==> src/rtl/id_ex_reg.sv <==
// ---------------------------------------------------------------------------
// id_ex_reg -- ID/EX pipeline register of the 5-stage MIPS core.
//
// Captures the decode results and presents them to EX one cycle later.
// Handles stall bubbles, pipeline flush and branch delay-slot tagging, and
// hosts the load-use hazard detector feeding the stall controller.
//
// Ports:
//   clk, rst            rising-edge clock; synchronous active-high reset
//   stall[5:0]          stall vector: [2]=ID stalled, [3]=EX stalled
//   flush               synchronous pipeline flush
//   id_*                decode-stage results (op, operands, dest, inst, PC,
//                       taken-branch flag, register-read ports)
//   ex_*                registered copies presented to EX
//   ex_is_in_delayslot  EX instruction occupies a branch delay slot
//   id_is_in_delayslot  current ID instruction occupies a delay slot
//   load_use_stall      combinational stall request (load-use hazard)
// ---------------------------------------------------------------------------
module id_ex_reg #(
    parameter int ALUOP_W  = 8,
    parameter int ALUSEL_W = 3
) (
    input  logic                clk,
    input  logic                rst,
    input  logic [5:0]          stall,
    input  logic                flush,
    input  logic [ALUOP_W-1:0]  id_aluop,
    input  logic [ALUSEL_W-1:0] id_alusel,
    input  logic [31:0]         id_reg1,
    input  logic [31:0]         id_reg2,
    input  logic [4:0]          id_wd,
    input  logic                id_wreg,
    input  logic [31:0]         id_return_addr,
    input  logic [31:0]         id_inst,
    input  logic [31:0]         id_pc,
    input  logic                id_branch_flag,
    input  logic                id_reg1_read,
    input  logic [4:0]          id_reg1_addr,
    input  logic                id_reg2_read,
    input  logic [4:0]          id_reg2_addr,
    output logic [ALUOP_W-1:0]  ex_aluop,
    output logic [ALUSEL_W-1:0] ex_alusel,
    output logic [31:0]         ex_reg1,
    output logic [31:0]         ex_reg2,
    output logic [4:0]          ex_wd,
    output logic                ex_wreg,
    output logic [31:0]         ex_return_addr,
    output logic [31:0]         ex_inst,
    output logic [31:0]         ex_pc,
    output logic                ex_is_in_delayslot,
    output logic                id_is_in_delayslot,
    output logic                load_use_stall
);

    // Load opcodes (inst[31:26]) that create a load-use hazard.
    localparam logic [5:0] OP_LB  = 6'b100000;
    localparam logic [5:0] OP_LH  = 6'b100001;
    localparam logic [5:0] OP_LW  = 6'b100011;
    localparam logic [5:0] OP_LBU = 6'b100100;
    localparam logic [5:0] OP_LHU = 6'b100101;

    logic ex_is_load;
    logic next_in_delayslot;
    logic id_is_load;
    logic bubble;
    logic capture;

    // NOTE: every variable written in always_comb gets a default first, so no
    // path leaves it unassigned and no latch is inferred.
    always_comb begin
        id_is_load = 1'b0;
        case (id_inst[31:26])
            OP_LB, OP_LH, OP_LW, OP_LBU, OP_LHU: id_is_load = 1'b1;
            default:                             id_is_load = 1'b0;
        endcase
    end

    // ID stalled while EX moves on: EX receives a NOP. A stall controller
    // never sends stall[2]=0 with stall[3]=1; that pattern simply captures.
    assign bubble  = stall[2] & ~stall[3];
    assign capture = ~stall[2];

    // NOTE: reset is sampled on the clock edge only (synchronous), and all
    // state uses non-blocking assignments so every flop sees pre-edge values.
    always_ff @(posedge clk) begin
        if (rst || flush) begin
            ex_aluop           <= '0;
            ex_alusel          <= '0;
            ex_reg1            <= '0;
            ex_reg2            <= '0;
            ex_wd              <= '0;
            ex_wreg            <= 1'b0;
            ex_return_addr     <= '0;
            ex_inst            <= '0;
            ex_pc              <= '0;
            ex_is_in_delayslot <= 1'b0;
            ex_is_load         <= 1'b0;
            next_in_delayslot  <= 1'b0;
        end else if (bubble) begin
            // The pending delay-slot tag stays with the stalled ID instruction.
            ex_aluop           <= '0;
            ex_alusel          <= '0;
            ex_reg1            <= '0;
            ex_reg2            <= '0;
            ex_wd              <= '0;
            ex_wreg            <= 1'b0;
            ex_return_addr     <= '0;
            ex_inst            <= '0;
            ex_pc              <= '0;
            ex_is_in_delayslot <= 1'b0;
            ex_is_load         <= 1'b0;
        end else if (capture) begin
            ex_aluop           <= id_aluop;
            ex_alusel          <= id_alusel;
            ex_reg1            <= id_reg1;
            ex_reg2            <= id_reg2;
            ex_wd              <= id_wd;
            ex_wreg            <= id_wreg;
            ex_return_addr     <= id_return_addr;
            ex_inst            <= id_inst;
            ex_pc              <= id_pc;
            ex_is_in_delayslot <= next_in_delayslot;
            ex_is_load         <= id_is_load;
            next_in_delayslot  <= id_branch_flag;
        end
        // Both stages stalled: everything holds.
    end

    assign id_is_in_delayslot = next_in_delayslot;

    // A load in EX whose destination is read by the instruction in ID needs
    // one bubble; r0 is never a real dependency.
    assign load_use_stall = ~rst & ex_is_load & ex_wreg & (ex_wd != 5'd0) &
                            ((id_reg1_read & (id_reg1_addr == ex_wd)) |
                             (id_reg2_read & (id_reg2_addr == ex_wd)));

endmodule

==> config.mk <==
export PLATFORM = sky130hd
export DESIGN_NAME = id_ex_reg
export DESIGN_NICKNAME = d
export VERILOG_FILES = /design/src/rtl/id_ex_reg.sv
export SDC_FILE = /design/constraint.sdc
export NUM_CORES = 1
export LEC_CHECK = 0
export ABC_AREA = 0
export CAP_MARGIN = 20
export CORE_ASPECT_RATIO = 0.6
export CORE_MARGIN = 2
export CORE_UTILIZATION = 34
export DETAILED_ROUTE_END_ITERATION = 7
export GPL_TIMING_DRIVEN = 1
export PLACE_DENSITY_LB_ADDON = 0.3
export SYNTH_ARGS = -nofsm -noshare
export SYNTH_HDL_FRONTEND = slang
export SYNTH_SLANG_ARGS = --single-unit
==> constraint.sdc <==
create_clock -name clk -period 1.15 [get_ports clk]
set_input_delay 0.1725 -clock clk [delete_from_list [all_inputs] [get_ports clk]]
set_output_delay 0.1725 -clock clk [all_outputs]
set_load 0.1 [all_outputs]
==> metrics.yaml, run 1 <==
clocking:
  numClockSinks: 180
  cts_tree: "yes"
  cts-buffers-inserted: 17
  cts-root-buf: "clkbuf_16"
  path_clk_slew_ps: 60
  clock_latency_ps: 410
  clk_path_buf_depth: 2
  cts_hold_buf: 0
  htreeDepth: 4
run_status:
  status: "finished with violations"
  violations: "negative setup slack"
setup_path:
  crit_required_ps: 980
  rr_endpoint: "ex_inst[14]"
  r2r_slack_ps: 230
  max_stage_delay_ps: 510
  worstPathCellList: "or4_1, o21ai_0, a21oi_4, buf_12"
  cp_max_fo: 2
  slowest_stage: "or4_1"
  regToRegStartpoint: "ex_inst[14]"
  reg2regPathDepth: 4
  arrival_ps: 1800
  critical_path_class: "flop to primary output"
  start_kind: "flop"
  crit_path_end_kind: "primary output"
pwr:
  power_leakage_nw: 5.71
  powerDensity_nw_per_um2: 1210
  ir_drop_mv: 1.01
sta:
  timing.final.crit_share: 1.72
  period_needed_ps: 1980
  whs_ps: 194
  setup_viol: 7
  maxSlewViolCount: 0
  skew_ps: 0.129
  clock.fmax_ghz: 0.506
  tightest_slew_ps: 395
  setup_ws_ps: -826
  rsz0062_at_grt: "true"
  hold_viol_final: 0
  slew_headroom: 0.736
drt:
  wl_per_cell_um: 17.1
  drcViolationCount: 0
  drt.antenna.violating_nets: 0
  first_pass_iters: 4
  totalWireLength_um: 21500
  drtIter0Drc: 259
  viasPerCell: 4.52
  num_vias: 5696
placed_design:
  dp_hpwl_um: 16100
  dp_slack_ps: -600
  gp_congestion: 0.743
  port_buffers: 374
finish:
  fill_cells: 1328
  nets: 1200
  antenna_cells: 0
  final_cell_mix: "clkdlybuf4s50_1 (193), buf_12 (189), nor2_1 (182)"
  final_common_cell: "clkdlybuf4s50_1"
  syn2layout_area_growth_pct: 106
  drive_above_1_share: 0.429
die:
  dieArea_um2: 20300
  fp.dieH_um: 111
  rows: 39
  io_pins: 379
  core_um2: 18900
  die_w_um: 183
  start_util: 0.345
global_routing:
  antenna_found_initial: 0
  met2_usage: 0.372
  grt_max_degree: 50
  top_usage_layer: "met2"
  gr-total-overflow: 0
  grtUsageMet3: 0.0841
  grt_pass1_vias: 5883
  grt_pass1_wl_um: 33400
  grt_use_met1: 0.242
  grt_usage: 0.213
synthesis:
  synth_nets: 804
  synth.avg_cell_area_um2: 10.8
  synth-seq-cells: 180
  ys_warn_count: 0
  synth.cell_area_um2: 6520
  ys_types: 21
  synth-seq-area-share: 0.552
  syn_inst: 605
worst_hold_path:
  hold_class: "primary input to flop"
  hold_start: "stall[2]"
  holdPathEnd: "ex_wreg"
  whs_path_depth: 4
job:
  drv_cap: 0
-- cell families after synthesis --
family,Yosys count,share of synthesized area
buf+inv,41,0.0435
compound gates,6,0.00576
flops,180,0.552
mux,178,0.273
xor+xnor,10,0.0134
simple gates,190,0.112
-- flip-flops by register name, indices dropped and copies added (netlist names) --
name / cells
ex_pc: 32
ex_is_load: 1
ex_reg2: 32
ex_inst: 32
ex_is_in_delayslot: 1
id_is_in_delayslot: 1
ex_wd: 5
ex_alusel: 3
ex_wreg: 1
ex_reg1: 32
ex_return_addr: 32
ex_aluop: 8
-- per-stage QoR --
step                cells   util  power (W)  setup TNS [ps]  cell area [um^2]
floorplan             605      -    0.00860            -671              6770
global placement     1210  0.668     0.0102          -58280             12700
CTS                  1255  0.708     0.0164           -2160             13400
finish               1259  0.711     0.0162           -1370             13500
global route         1259  0.711     0.0168           -4160             13500
detailed placement   1210  0.668     0.0103          -57510             12700
-- power by group --
group | switching [W] | internal [W]
logic | 0.00190 | 0.00163
clock network | 0.00241 | 0.00371
registers | 0.000180 | 0.00642
-- worst max-delay path: cells and delay by family, from the launching register on --
family | cells | cell delay (ps)
simple gates | 1 | 510
compound gates | 2 | 350
flops | 1 | 340
buf+inv | 1 | 170
-- worst max path at each step --
stage,from,end,slack (ps)
after floorplan,ex_wd[2],load_use_stall,-670
after global placement,id_reg1_addr[2],load_use_stall,-580
after detailed placement,id_reg1_addr[2],load_use_stall,-600
after CTS,ex_wd[2],load_use_stall,-850
after global routing,ex_wd[4],load_use_stall,-900
final,ex_wd[0],load_use_stall,-830
-- cells in the mapped netlist --
cell type    n  area share
nor2_1     182        0.10
dfxtp_1    180        0.55
mux2i_1    178        0.27
buf_2       14       0.011
buf_6       11       0.019
buf_4        8      0.0092
xor2_1       8       0.011
clkbuf_1     6      0.0035
a21oi_1      2      0.0015
nand3_1      2      0.0015
nor4_1       2      0.0019
o21ai_0      2      0.0015
xnor2_1      2      0.0027
a32oi_1      1      0.0013
inv_1        1     0.00057
inv_2        1     0.00057
nand2_1      1     0.00057
nor2b_1      1     0.00096
nor3_1       1     0.00077
o21ai_2      1      0.0013
or4_1        1      0.0012
-- layer usage --
metal,vias up,share of wire
met5,-,0
met4,0,0.013
met3,24,0.083
met2,190,0.51
met1,2686,0.40
li1,2796,-
-- cell type report --
type                       instances  area (um^2)  area share
timing repair buffer             416         6000       0.446
inverter                           2         7.51    0.000558
multi-input combinational        384         2660       0.198
tap                              246          308      0.0229
clock buffer                      24          502      0.0373
sequential                       180         3860       0.287
clock inverter                     7          119     0.00883
-- what timing repair did --
action,4_1_cts,5_1_grt
gates resized for setup,11,7
endpoints found under the setup margin,124,178
pin swaps,0,2
gates cloned,0,0
setup buffers,14,5
(Power assumes the default switching activity.)
==> inputs of run 2 (changes only) <==
--- a/config.mk
+++ b/config.mk
@@ -7,10 +7,9 @@
 export LEC_CHECK = 0
 export ABC_AREA = 0
 export CAP_MARGIN = 20
-export CORE_ASPECT_RATIO = 0.6
-export CORE_MARGIN = 2
-export CORE_UTILIZATION = 34
+export CORE_AREA = 2 2 146 148
 export DETAILED_ROUTE_END_ITERATION = 7
+export DIE_AREA = 0 0 148 150
 export GPL_TIMING_DRIVEN = 1
 export PLACE_DENSITY_LB_ADDON = 0.3
 export SYNTH_ARGS = -nofsm -noshare
==> metrics.yaml, run 2 (synthesized netlist as in run 1, its figures left out) <==
run_status:
  status: "finished with violations"
  violations: "negative setup slack"
setup_path:
  crit_end: "load_use_stall"
  arrival_ps: 1830  # +30 ps
  cp_max_fo: 2  # unchanged
  r2r_slack_ps: 260  # +30 ps
  rr_endpoint: "ex_wd[1]"
  reg2regPathDepth: 4  # unchanged
  regToRegStartpoint: "ex_wd[1]"
  crit_required_ps: 980  # about the same
  critPathLaunch: "ex_wd[0]"
  crit_path_end_kind: "primary output"
  critical_path_class: "flop to primary output"
  start_kind: "flop"
global_routing:
  grt_pass1_vias: 5930  # +0.80%
  grt_usage: 0.189  # -0.0240
  grt_max_degree: 34  # -32%
  gr-total-overflow: 0  # unchanged
  grt_pass1_wl_um: 32400  # -3.0%
  antenna_found_initial: 1  # +1
sta:
  skew_ps: 0.573  # +0.444 ps
  hold_viol_final: 0  # unchanged
  rsz0062_at_grt: "true"
  maxSlewViolCount: 0  # unchanged
  clock.fmax_ghz: 0.500  # -1.1%
  slew_headroom: 0.767  # +0.0315
  tightest_slew_ps: 345  # -49.4 ps
  setup_viol: 7  # unchanged
  period_needed_ps: 2000  # +22.1 ps
  timing.final.crit_share: 1.74  # +0.0192
  setup_ws_ps: -848  # -22.1 ps
drt:
  first_pass_iters: 4  # unchanged
  drt.antenna.violating_nets: 0  # unchanged
  num_vias: 5695  # -0.018%
  totalWireLength_um: 21300  # -1.2%
  viasPerCell: 4.40  # -2.6%
  drtIter0Drc: 101  # -61%
  drcViolationCount: 0  # unchanged
  wl_per_cell_um: 16.5  # -3.8%
finish:
  design_area_um2: 13500  # +0.63%
  final_common_cell: "buf_12"
  fill_cells: 1559  # +17%
  final_cell_mix: "buf_12 (194), clkdlybuf4s50_1 (192), nor2_1 (181)"
  drive_above_1_share: 0.434  # +0.00421
  nets: 1203  # +0.25%
  finalNonFillerCells: 1293  # +2.7%
  syn2layout_area_growth_pct: 108
worst_hold_path:
  hold_class: "primary input to flop"
pwr:
  powerDensity_nw_per_um2: 1190  # -1.8%
  power_leakage_nw: 5.72  # +0.22%
  ir_drop_mv: 0.939  # -6.8%
clocking:
  htreeDepth: 4  # unchanged
  cts_hold_buf: 0  # unchanged
  cts-buffers-inserted: 17  # unchanged
  clock_latency_ps: 420  # about the same
  numClockSinks: 180  # unchanged
  cts_tree: "yes"
  cts-root-buf: "clkbuf_16"
  path_clk_slew_ps: 80  # +20 ps
  clk_path_buf_depth: 2  # unchanged
die:
  rows: 53  # +36%
  core_um2: 20700  # +9.3%
  fp.dieH_um: 150  # +35%
  start_util: 0.315  # -0.0293
  dieArea_um2: 22200  # +9.1%
  die_w_um: 148  # -19%
  io_pins: 379  # unchanged
placed_design:
  port_buffers: 374  # unchanged
  dp.cells: 1254  # +3.6%
  dp_hpwl_um: 17100  # +6.1%
  placed_area_um2: 12900  # +1.7%
  gp_congestion: 0.740  # -0.34%
job:
  drv_cap: 0  # unchanged
[run 2: worst max-delay path: stages, from the launching register on]
cell and delay [ps]:
dfxtp_4 340, or4_1 500, o21ai_0 310, a21oi_4 70, buf_12 180
[run 2: worst min path at each step]
stage,from,to,slack [ps],cells after the start
2_1_floorplan,flush,id_is_in_delayslot,240,1
3_3_place_gp,ex_is_load,ex_is_load,470,2
3_5_place_dp,ex_is_load,ex_is_load,480,2
4_1_cts,stall[2],ex_pc[26],210,4
5_1_grt,stall[2],ex_inst[6],230,4
6_report,stall[2],ex_pc[26],220,4
[run 2: per-stage QoR]
step	hold WS [ps]	total power [W]	utilization	TNS (ps)	setup slack [ps]
2_1_floorplan	242	0.00860	-	-671	-671
3_3_place_gp	472	0.0103	0.622	-84650	-684
3_5_place_dp	484	0.0103	0.622	-87250	-660
4_1_cts	213	0.0162	0.653	-2530	-886
5_1_grt	234	0.0167	0.655	-5190	-963
6_report	224	0.0161	0.655	-1550	-848
[run 2: repair_timing]
item | 4_1_cts | 5_1_grt
setup endpoints to repair | 271 | 180
resized for setup | 10 | 4
buffers inserted | 4 | 3
pin swaps | 2 | 3
[run 2: where the power goes]
group / total (W) / switching, W / internal, W
combinational: 0.00356 / 0.00189 / 0.00167
sequential: 0.00660 / 0.000179 / 0.00642
clock: 0.00589 / 0.00274 / 0.00315
[run 2: routing by layer]
layer / up-vias / global-route usage / routed length, um
met4: 0 / 0.0733 / 541
met2: 246 / 0.336 / 10800
met3: 33 / 0.0771 / 1990
met5: - / 0 / 0
met1: 2605 / 0.200 / 7950
li1: 2811 / - / -
[run 2: area by class of cell]
cell class / instances / area [um^2] / area share
inverter: 2 / 7.51 / 0.000554
tap: 275 / 344 / 0.0254
clock inverter: 14 / 159 / 0.0117
clock buffer: 18 / 439 / 0.0324
multi-input combinational: 384 / 2660 / 0.196
antenna: 1 / 2.50 / 0.000185
sequential: 180 / 3850 / 0.284
timing repair buffer: 419 / 6090 / 0.450
